File: config.mk
export PLATFORM = sky130hd
export DESIGN_NAME = mul_pipe_p
export DESIGN_NICKNAME = d
export VERILOG_FILES = /design/src/rtl/mul_pipe_pkg.sv /design/src/rtl/mul_pipe_p_booth_row_gen.sv /design/src/rtl/mul_pipe_p.sv
export SDC_FILE = /design/constraint.sdc
export NUM_CORES = 1
export LEC_CHECK = 0
export ABC_CLOCK_PERIOD_IN_PS = 37400
export CAP_MARGIN = 40
export CORE_MARGIN = 8
export CORE_UTILIZATION = 35
export DETAILED_ROUTE_END_ITERATION = 10
export REMOVE_ABC_BUFFERS = 1
export SLEW_MARGIN = 30
export SYNTH_ARGS = -nofsm -noshare
export SYNTH_HDL_FRONTEND = slang
export SYNTH_HIERARCHICAL = 1
export SYNTH_SLANG_ARGS = --single-unit
File: constraint.sdc
create_clock -name clk -period 37.4 [get_ports clk]
set_input_delay 3.74 -clock clk [delete_from_list [all_inputs] [get_ports clk]]
set_output_delay 3.74 -clock clk [all_outputs]
set_load 0.05 [all_outputs]
File: src/rtl/mul_pipe_pkg.sv
// Shared types and helpers for the three-stage radix-4 Booth multiplier pipeline.
// Tags wider than MAX_TAG_W are truncated inside the stage record.
package mul_pipe_pkg;

    localparam int MAX_TAG_W = 16;

    typedef enum logic [2:0] {
        BD_ZERO = 3'd0,
        BD_P1   = 3'd1,
        BD_P2   = 3'd2,
        BD_M1   = 3'd3,
        BD_M2   = 3'd4
    } booth_dig_e;

    // Control that travels alongside the datapath of each stage.
    typedef struct packed {
        logic                 valid;
        logic                 sgn;
        logic [MAX_TAG_W-1:0] tag;
    } stage_t;

    // The multiplier is extended by two bits, so one row more than WIDTH/2.
    function automatic int booth_rows(input int width);
        return width / 2 + 1;
    endfunction

    // Window is {b[2i+1], b[2i], b[2i-1]}.
    function automatic booth_dig_e booth_enc(input logic [2:0] win);
        case (win)
            3'b001, 3'b010: return BD_P1;
            3'b011:         return BD_P2;
            3'b100:         return BD_M2;
            3'b101, 3'b110: return BD_M1;
            default:        return BD_ZERO;
        endcase
    endfunction

endpackage

File: src/rtl/mul_pipe_p_booth_row_gen.sv
// One radix-4 Booth partial-product row: digit * multiplicand, shifted to its
// row weight, truncated to 2*WIDTH bits (two's complement wraps are intended).
import mul_pipe_pkg::*;

module booth_row_gen #(
    parameter int WIDTH = 16,
    parameter int ROW   = 0
) (
    input  logic [2:0]         i_win,
    input  logic [2*WIDTH-1:0] i_mcand,
    output logic [2*WIDTH-1:0] o_row
);

    booth_dig_e         w_dig;
    logic [2*WIDTH-1:0] w_mag;
    logic [2*WIDTH-1:0] w_signed;

    assign w_dig = booth_enc(i_win);

    always_comb begin
        w_mag = '0;
        case (w_dig)
            BD_P1, BD_M1: w_mag = i_mcand;
            BD_P2, BD_M2: w_mag = i_mcand << 1;
            default:      w_mag = '0;
        endcase
    end

    assign w_signed = (w_dig == BD_M1 || w_dig == BD_M2) ? -w_mag : w_mag;
    assign o_row    = w_signed << (2 * ROW);

endmodule

File: src/rtl/mul_pipe_p.sv
// Three-stage elastic radix-4 Booth multiplier: S1 partial products, S2 carry-save
// compression, S3 final add. Optional accumulate mode under `MUL_PIPE_ACC_EN.
import mul_pipe_pkg::*;

module mul_pipe_p #(
    parameter int WIDTH = 16,
    parameter int TAG_W = 4
) (
    input  logic               clk,
    input  logic               rst,
    input  logic               in_valid,
    output logic               in_ready,
    input  logic [WIDTH-1:0]   in_a,
    input  logic [WIDTH-1:0]   in_b,
    input  logic               in_signed,
    input  logic [TAG_W-1:0]   in_tag,
`ifdef MUL_PIPE_ACC_EN
    input  logic               in_acc,
`endif
    output logic               out_valid,
    input  logic               out_ready,
    output logic [2*WIDTH-1:0] out_result,
    output logic [TAG_W-1:0]   out_tag
);

    localparam int ROWS = booth_rows(WIDTH);
    localparam int PW   = 2 * WIDTH;

    stage_t r_s1, r_s2, r_s3, w_in_rec;
    logic   w_s1_en, w_s2_en, w_s3_en;

    logic [ROWS-1:0][PW-1:0] w_pp, r_pp;
    logic [PW-1:0]           w_ax;
    logic [WIDTH+2:0]        w_bx;
    logic                    w_bsx;
    logic [PW-1:0]           w_csa_s, w_csa_c, w_csa_t;
    logic [PW-1:0]           r_sum, r_cry;
    logic [PW-1:0]           w_s3_d, r_res;

    // Ready ripples back from the consumer: a stage takes new data when empty or draining.
    assign w_s3_en  = !r_s3.valid || out_ready;
    assign w_s2_en  = !r_s2.valid || w_s3_en;
    assign w_s1_en  = !r_s1.valid || w_s2_en;
    assign in_ready = w_s1_en;

    always_comb begin
        w_in_rec       = '0;
        w_in_rec.valid = in_valid;
        w_in_rec.sgn   = in_signed;
        w_in_rec.tag   = MAX_TAG_W'(in_tag);
    end

    // Operand extension: the 2-bit multiplier extension gives unsigned mode its extra row.
    assign w_bsx = in_signed & in_b[WIDTH-1];
    assign w_bx  = {{2{w_bsx}}, in_b, 1'b0};
    assign w_ax  = {{WIDTH{in_signed & in_a[WIDTH-1]}}, in_a};

    for (genvar g = 0; g < ROWS; g++) begin : g_row
        booth_row_gen #(
            .WIDTH (WIDTH),
            .ROW   (g)
        ) u_row (
            .i_win   (w_bx[2*g+2:2*g]),
            .i_mcand (w_ax),
            .o_row   (w_pp[g])
        );
    end

    always_ff @(posedge clk or posedge rst) begin
        if (rst) begin
            r_s1 <= '0;
            r_pp <= '0;
        end else if (w_s1_en) begin
            r_s1 <= w_in_rec;
            if (in_valid) r_pp <= w_pp;
        end
    end

    // Linear chain of 3:2 compressors; sum + carry equals the row total modulo 2^PW.
    always_comb begin
        w_csa_s = '0;
        w_csa_c = '0;
        w_csa_t = '0;
        for (int r = 0; r < ROWS; r++) begin
            w_csa_t = w_csa_s ^ w_csa_c ^ r_pp[r];
            w_csa_c = ((w_csa_s & w_csa_c) | (w_csa_s & r_pp[r]) | (w_csa_c & r_pp[r])) << 1;
            w_csa_s = w_csa_t;
        end
    end

    always_ff @(posedge clk or posedge rst) begin
        if (rst) begin
            r_s2  <= '0;
            r_sum <= '0;
            r_cry <= '0;
        end else if (w_s2_en) begin
            r_s2 <= r_s1;
            if (r_s1.valid) begin
                r_sum <= w_csa_s;
                r_cry <= w_csa_c;
            end
        end
    end

`ifdef MUL_PIPE_ACC_EN
    logic r_s1_acc, r_s2_acc;
    logic [PW-1:0] r_acc;

    always_ff @(posedge clk or posedge rst) begin
        if (rst) begin
            r_s1_acc <= 1'b0;
            r_s2_acc <= 1'b0;
            r_acc    <= '0;
        end else begin
            if (w_s1_en) r_s1_acc <= in_acc;
            if (w_s2_en) r_s2_acc <= r_s1_acc;
            if (out_valid && out_ready) r_acc <= r_res;
        end
    end

    // When S3 is occupied it can only reload while delivering, so the
    // previously delivered value is the one on out_result right now.
    always_comb begin
        w_s3_d = r_sum + r_cry;
        if (r_s2_acc) w_s3_d = w_s3_d + (r_s3.valid ? r_res : r_acc);
    end
`else
    always_comb begin
        w_s3_d = r_sum + r_cry;
    end
`endif

    always_ff @(posedge clk or posedge rst) begin
        if (rst) begin
            r_s3  <= '0;
            r_res <= '0;
        end else if (w_s3_en) begin
            r_s3 <= r_s2;
            if (r_s2.valid) r_res <= w_s3_d;
        end
    end

    assign out_valid  = r_s3.valid;
    assign out_result = r_res;
    assign out_tag    = r_s3.tag[TAG_W-1:0];

    logic w_unused;
    assign w_unused = ^{r_s3.sgn, r_s3.tag};

endmodule

==> impl_metrics.tcl, run 1 <==
set metrics [dict create \
    grt_antenna_before_repair 4 \
    synth_ff_type "dfrtp_1" \
    worstMarginPinSlew_ps 1037 \
    routed-wl-met3_um 7618 \
    place_area_um2 40050 \
    crit_path_max_fanout 7 \
    wl_met1_um 52210 \
    setup_slack_ps 28140 \
    numCtsBuffers 46 \
    worstPathArrival_ps 5530 \
    max_stage_delay_ps 770 \
    top_layer "met5" \
    dpl.cell_count 5450 \
    design_area_um2 41710 \
    postCtsSetupRepairBufs 0 \
    ctsHoldBuffers 0 \
    drive_gt1_share_pct 17.69 \
    finish.utilization_pct 37.69 \
    cap_viol_max_count 0 \
    area_delta_synth_final_pct 6.873 \
    slew_headroom_pct 30.60 \
    cts_resized 0 \
    drt_iter0_drc 3112 \
    setup_viol 0 \
    ys_warn_count 6 \
    grt_pass1_vias 29300 \
    met2WireLength_um 49610 \
    setup_tns_ps 0 \
    cp_slowest_cell "clkdlybuf4s50_1" \
    stdcell_count 5542 \
    final_cell_mix "398 x dfrtp_1, 361 x mux2_2, 325 x nand2_1" \
    avgSynthCellArea_um2 9.416 \
    ys_types 139 \
    hp-class "register to register" \
    max_freq_mhz 107.9 \
    drt_wl_total_um 112500 \
    synth_seq_cells 398 \
    first_pass_iters 7 \
    gr-total-overflow 0 \
    die_area_um2 122500 \
    detail-route-antenna-nets 0 \
    initial_core_util_pct 35.27 \
    clk_latency_ps 580 \
    cp.required_ps 33660 \
    start_kind "input pin" \
    place_congestion 0.8650 \
    core-area_um2 110700 \
    grt_max_degree 214 \
    setup.worst_path.end_class "output pin" \
    fin_crit_sh_pct 24.77 \
    boundaryPins 79 \
    crit_type "input pin to output pin" \
    via_per_inst 5.708 \
    ys_async_sr_fraction_pct 100.0 \
    ys_seq_area_share_pct 25.52 \
    drc 0 \
    cts_tree "done" \
    pre_cts_ws_ps 28150 \
    rsz0062_at_grt "no" \
    wire_per_inst_um 20.30 \
    max-vdd-ir-drop_v 0.0001286 \
    synth-edff-count 0 \
    dp_hpwl_um 79480 \
    die_h_um 349.9 \
    cts.path.max_buffers 3 \
    power_density_nw_per_um2 108.9 \
    vias 31630 \
    fp.dieW_um 349.9 \
    clock-sinks 398 \
    final_hold_viol_count 0 \
    period_needed_ps 9265 \
    layout_commonest_cell "dfrtp_1" \
    grt_use_total_pct 17.60 \
    final_nets 4346 \
    crit_top_cell "clkdlybuf4s50_1" \
    grt_pass1_wl_um 174800 \
    outcome "finished clean" \
    leakage_nw 16.38 \
    cts-htree-levels 2 \
    row_count 122 \
    port_buffers 78 \
    crit_chain "clkdlybuf4s50_1, nor2b_1, nand3_2, clkdlybuf4s50_1" \
    clkTransAtPathRegs_ps 60 \
    cts-root-buf "clkbuf_16" \
    synthCells 4145 \
    synthesis.area_um2 39030 \
    finClkSkew_ps 21.33 \
    drv_slew 0 \
]
[state kept, by name, summed over array words and instances (netlist names)]
| register | flops |
|---|---|
| r_s1 | 5 |
| out_result | 32 |
| r_sum | 32 |
| r_cry | 31 |
| r_s2 | 5 |
| r_pp | 288 |
| out_valid | 1 |
| out_tag | 4 |
[kinds of logic after synthesis]
family                   share of synthesized area, %
other                                         0.08655
XOR/XNOR                                        6.764
buffers and inverters                           7.322
multiplexers                                    10.96
adder cells (fa/ha/maj)                         13.32
AND/OR/NAND/NOR                                 13.53
flip-flops                                      25.52
AO/OA/AOI/OAI                                   22.50
[critical path, delay by kind of cell]
kind	cells	cell delay, ps
AND/OR/NAND/NOR	2	600
buffers and inverters	2	1180
[metrics by stage]
stage | hold slack, ps | power (mW)
after floorplan | 442.5 | 2.868
after global placement | 453.9 | 4.034
after detailed placement | 459.9 | 4.094
after CTS | 473.0 | 4.581
after global routing | 500.3 | 4.951
final | 470.3 | 4.542
[final timing paths]
| kind | from | end | slack [ps] | depth (start not counted) |
|---|---|---|---|---|
| max in group asynchronous | rst | r_pp[13] | 31550 | 6 |
| worst min-delay path | out_tag[2] | out_tag[2] | 470 | 2 |
| worst min register to register | out_tag[2] | out_tag[2] | 470 | 2 |
| worst max register to register | r_pp[30] | r_sum[31] | 32370 | 14 |
| min in group asynchronous | rst | out_valid | 3540 | 2 |
| worst max-delay path | out_ready | in_ready | 28140 | 4 |
[per-layer routing]
layer  global-route usage (%)  vias up
li1                         -    14730
met1                    26.20    15710
met2                    26.74     1039
met3                    2.196      152
met4                    4.756        2
met5                        0        -
[where the power goes]
part | switching, mW | total [mW] | internal (mW)
clock network | 0.188 | 0.460 | 0.271
logic | 1.83 | 3.40 | 1.57
registers | 0.0909 | 0.678 | 0.587
total | 2.11 | 4.54 | 2.43
[area by class of cell]
cell class                 instances  area, µm²
clock buffer                      66       1378
clock inverter                    18      176.4
antenna                            1      2.502
inverter                         125      476.7
fill                           10970      68960
timing repair buffer             161       1381
sequential                       398       9960
multi-input combinational       3285      26480
tap                             1488       1862
[synth_stat cells (all sizes together), types with 49 or more instances]
cell type	n	area, µm²
dfrtp	398	9960
mux2	364	4099
nand2	329	1237
buf	281	1936
o21ai	273	1381
a21oi	250	1281
nor2	217	849.6
fa	211	4224
xnor2	175	1548
a221oi	123	1139
inv	123	461.7
xor2	123	1092
clkbuf	120	452.9
ha	77	963.4
nand3	74	412.9
nor2b	71	446.7
nand2b	68	427.9
a31oi	64	421.7
o221ai	54	479.2
nor3	52	307.8
a32oi	49	444.2
Note: power is estimated with default switching activity, not from simulation.
==> run 2, diff against run 1 <==
--- a/config.mk
+++ b/config.mk
@@ -5,7 +5,7 @@
 export SDC_FILE = /design/constraint.sdc
 export NUM_CORES = 1
 export LEC_CHECK = 0
-export ABC_CLOCK_PERIOD_IN_PS = 37400
+export ABC_CLOCK_PERIOD_IN_PS = 9300
 export CAP_MARGIN = 40
 export CORE_MARGIN = 8
 export CORE_UTILIZATION = 35
==> constraint.sdc (replaced) <==
create_clock -name clk -period 9.3 [get_ports clk]
set_input_delay 0.93 -clock clk [delete_from_list [all_inputs] [get_ports clk]]
set_output_delay 0.93 -clock clk [all_outputs]
set_load 0.05 [all_outputs]
==> impl_metrics.tcl, run 2 (synthesized netlist as in run 1, its figures left out) <==
set metrics [dict create \
    outcome "finished clean" \
    gr-total-overflow 0 \
    initial_core_util_pct 35.27 \
    cts_resized 0 \
    stdcell_count 5539 \
    via_per_inst 5.715 \
    slew_headroom_pct 34.64 \
    clock-sinks 398 \
    grt_antenna_before_repair 2 \
    postCtsSetupRepairBufs 0 \
    numCtsBuffers 44 \
    die_area_um2 122500 \
    drc 0 \
    die_h_um 349.9 \
    finClkSkew_ps 20.33 \
    grt_use_total_pct 18.25 \
    grt_pass1_wl_um 179800 \
    final_nets 4347 \
    fp.dieW_um 349.9 \
    fin_crit_sh_pct 52.37 \
    place_congestion 0.8726 \
    worstMarginPinSlew_ps 976.8 \
    final_hold_viol_count 0 \
    routed-wl-met3_um 7524 \
    regMostFlops "r_pp" \
    hp-class "register to register" \
    ctsHoldBuffers 0 \
    fillers 10970 \
    detail-route-antenna-nets 0 \
    cts-htree-levels 2 \
    drt_iter0_drc 3218 \
    drive_gt1_share_pct 17.75 \
    drt_wl_total_um 116200 \
    met2WireLength_um 52080 \
    drv_slew 0 \
    largest_reg_flops 288 \
    area_delta_synth_final_pct 6.803 \
    period_needed_ps 4871 \
    power_density_nw_per_um2 423.0 \
    max_freq_mhz 205.3 \
    regToRegStartpoint "r_pp[24]" \
    cts-root-buf "clkbuf_16" \
    clk_latency_ps 560 \
    min_from "r_s2[2]" \
    leakage_nw 16.38 \
    max-vdd-ir-drop_v 0.0004746 \
    vias 31660 \
    wire_per_inst_um 20.97 \
    cts.path.max_buffers 3 \
    grt_max_degree 175 \
    clkTransAtPathRegs_ps 60 \
    cp.required_ps 9740 \
    critPathLaunch "r_pp[24]" \
    crit_path_max_fanout 2 \
    rsz0062_at_grt "no" \
    boundaryPins 79 \
    grt_pass1_vias 29570 \
    dpl.cell_count 5449 \
    crit_type "register to register" \
    port_buffers 78 \
    start_kind "register" \
    cap_viol_max_count 0 \
    whs_ps 466.4 \
    setup.worst_path.end_class "register" \
    setup_viol 0 \
    top_layer "met4" \
    layout_commonest_cell "dfrtp_1" \
    core-area_um2 110700 \
    row_count 122 \
    wl_met1_um 53850 \
    first_pass_iters 6 \
    cts_tree "done" \
    worstPathArrival_ps 5310 \
    dp_hpwl_um 82910 \
    num_antenna_cells 0 \
    final_cell_mix "398 x dfrtp_1, 361 x mux2_2, 325 x nand2_1" \
]
-- run 2: changes by cell type in the layout (fill, tap and decap cells not counted), moves of 3 or more --
cell	before	now
buf_4	70	67
clkinv_2	8	13
clkbuf_1	6	3
buf_16	4	7
buf_8	0	3
-- run 2: through the flow --
stage          util (%)  setup TNS, ps  power (mW)  worst slack [ps]  cell area, µm²
2_1_floorplan         -       -1144150       11.53             -2698           36880
3_3_place_gp      36.07              0       15.59              4338           39920
3_5_place_dp      36.20              0       15.95              4292           40060
4_1_cts           37.50              0       17.76              4436           41500
5_1_grt           37.67              0       19.20              4307           41690
6_report          37.67              0       17.63              4429           41690
-- run 2: cell type report --
class	count	area, µm²	area share [%]
Sequential cell	398	9960	23.89
Tap cell	1488	1862	4.466
Clock inverter	20	152.6	0.3662
Clock buffer	59	1289	3.092
Multi-Input combinational cell	3285	26480	63.53
Timing Repair Buffer	164	1465	3.515
Inverter	125	476.7	1.144
-- run 2: final timing paths --
path | depth (start not counted) | end | slack, ps
min in group asynchronous | 2 | out_result[0] | 780
setup / recovery | 9 | r_sum[24] | 4430
setup reg to reg | 9 | r_sum[24] | 4430
hold reg to reg | 2 | out_tag[2] | 470
hold / removal | 2 | out_tag[2] | 470
max in group asynchronous | 5 | r_pp[50] | 6920
-- run 2: routing by layer --
metal / up-vias / GRT usage [%]
met3: 150 / 2.122
met5: - / 0
met2: 1107 / 28.40
li1: 14760 / -
met1: 15640 / 26.89
met4: 0 / 4.446
-- run 2: power by group --
part           leakage (nW)  total [mW]  switching [mW]  internal [mW]
clock network         0.722        1.72           0.721           1.00
registers              4.73        2.75           0.394           2.36
logic                  10.9        13.2            6.99           6.16
-- run 2: critical path: stages, from the launching register on --
cell and delay, ps:
dfrtp_1 420, ha_1 330, fa_1 570, fa_1 490
fa_1 600, fa_1 450, fa_1 530, fa_1 650
fa_1 450, mux2_2 260
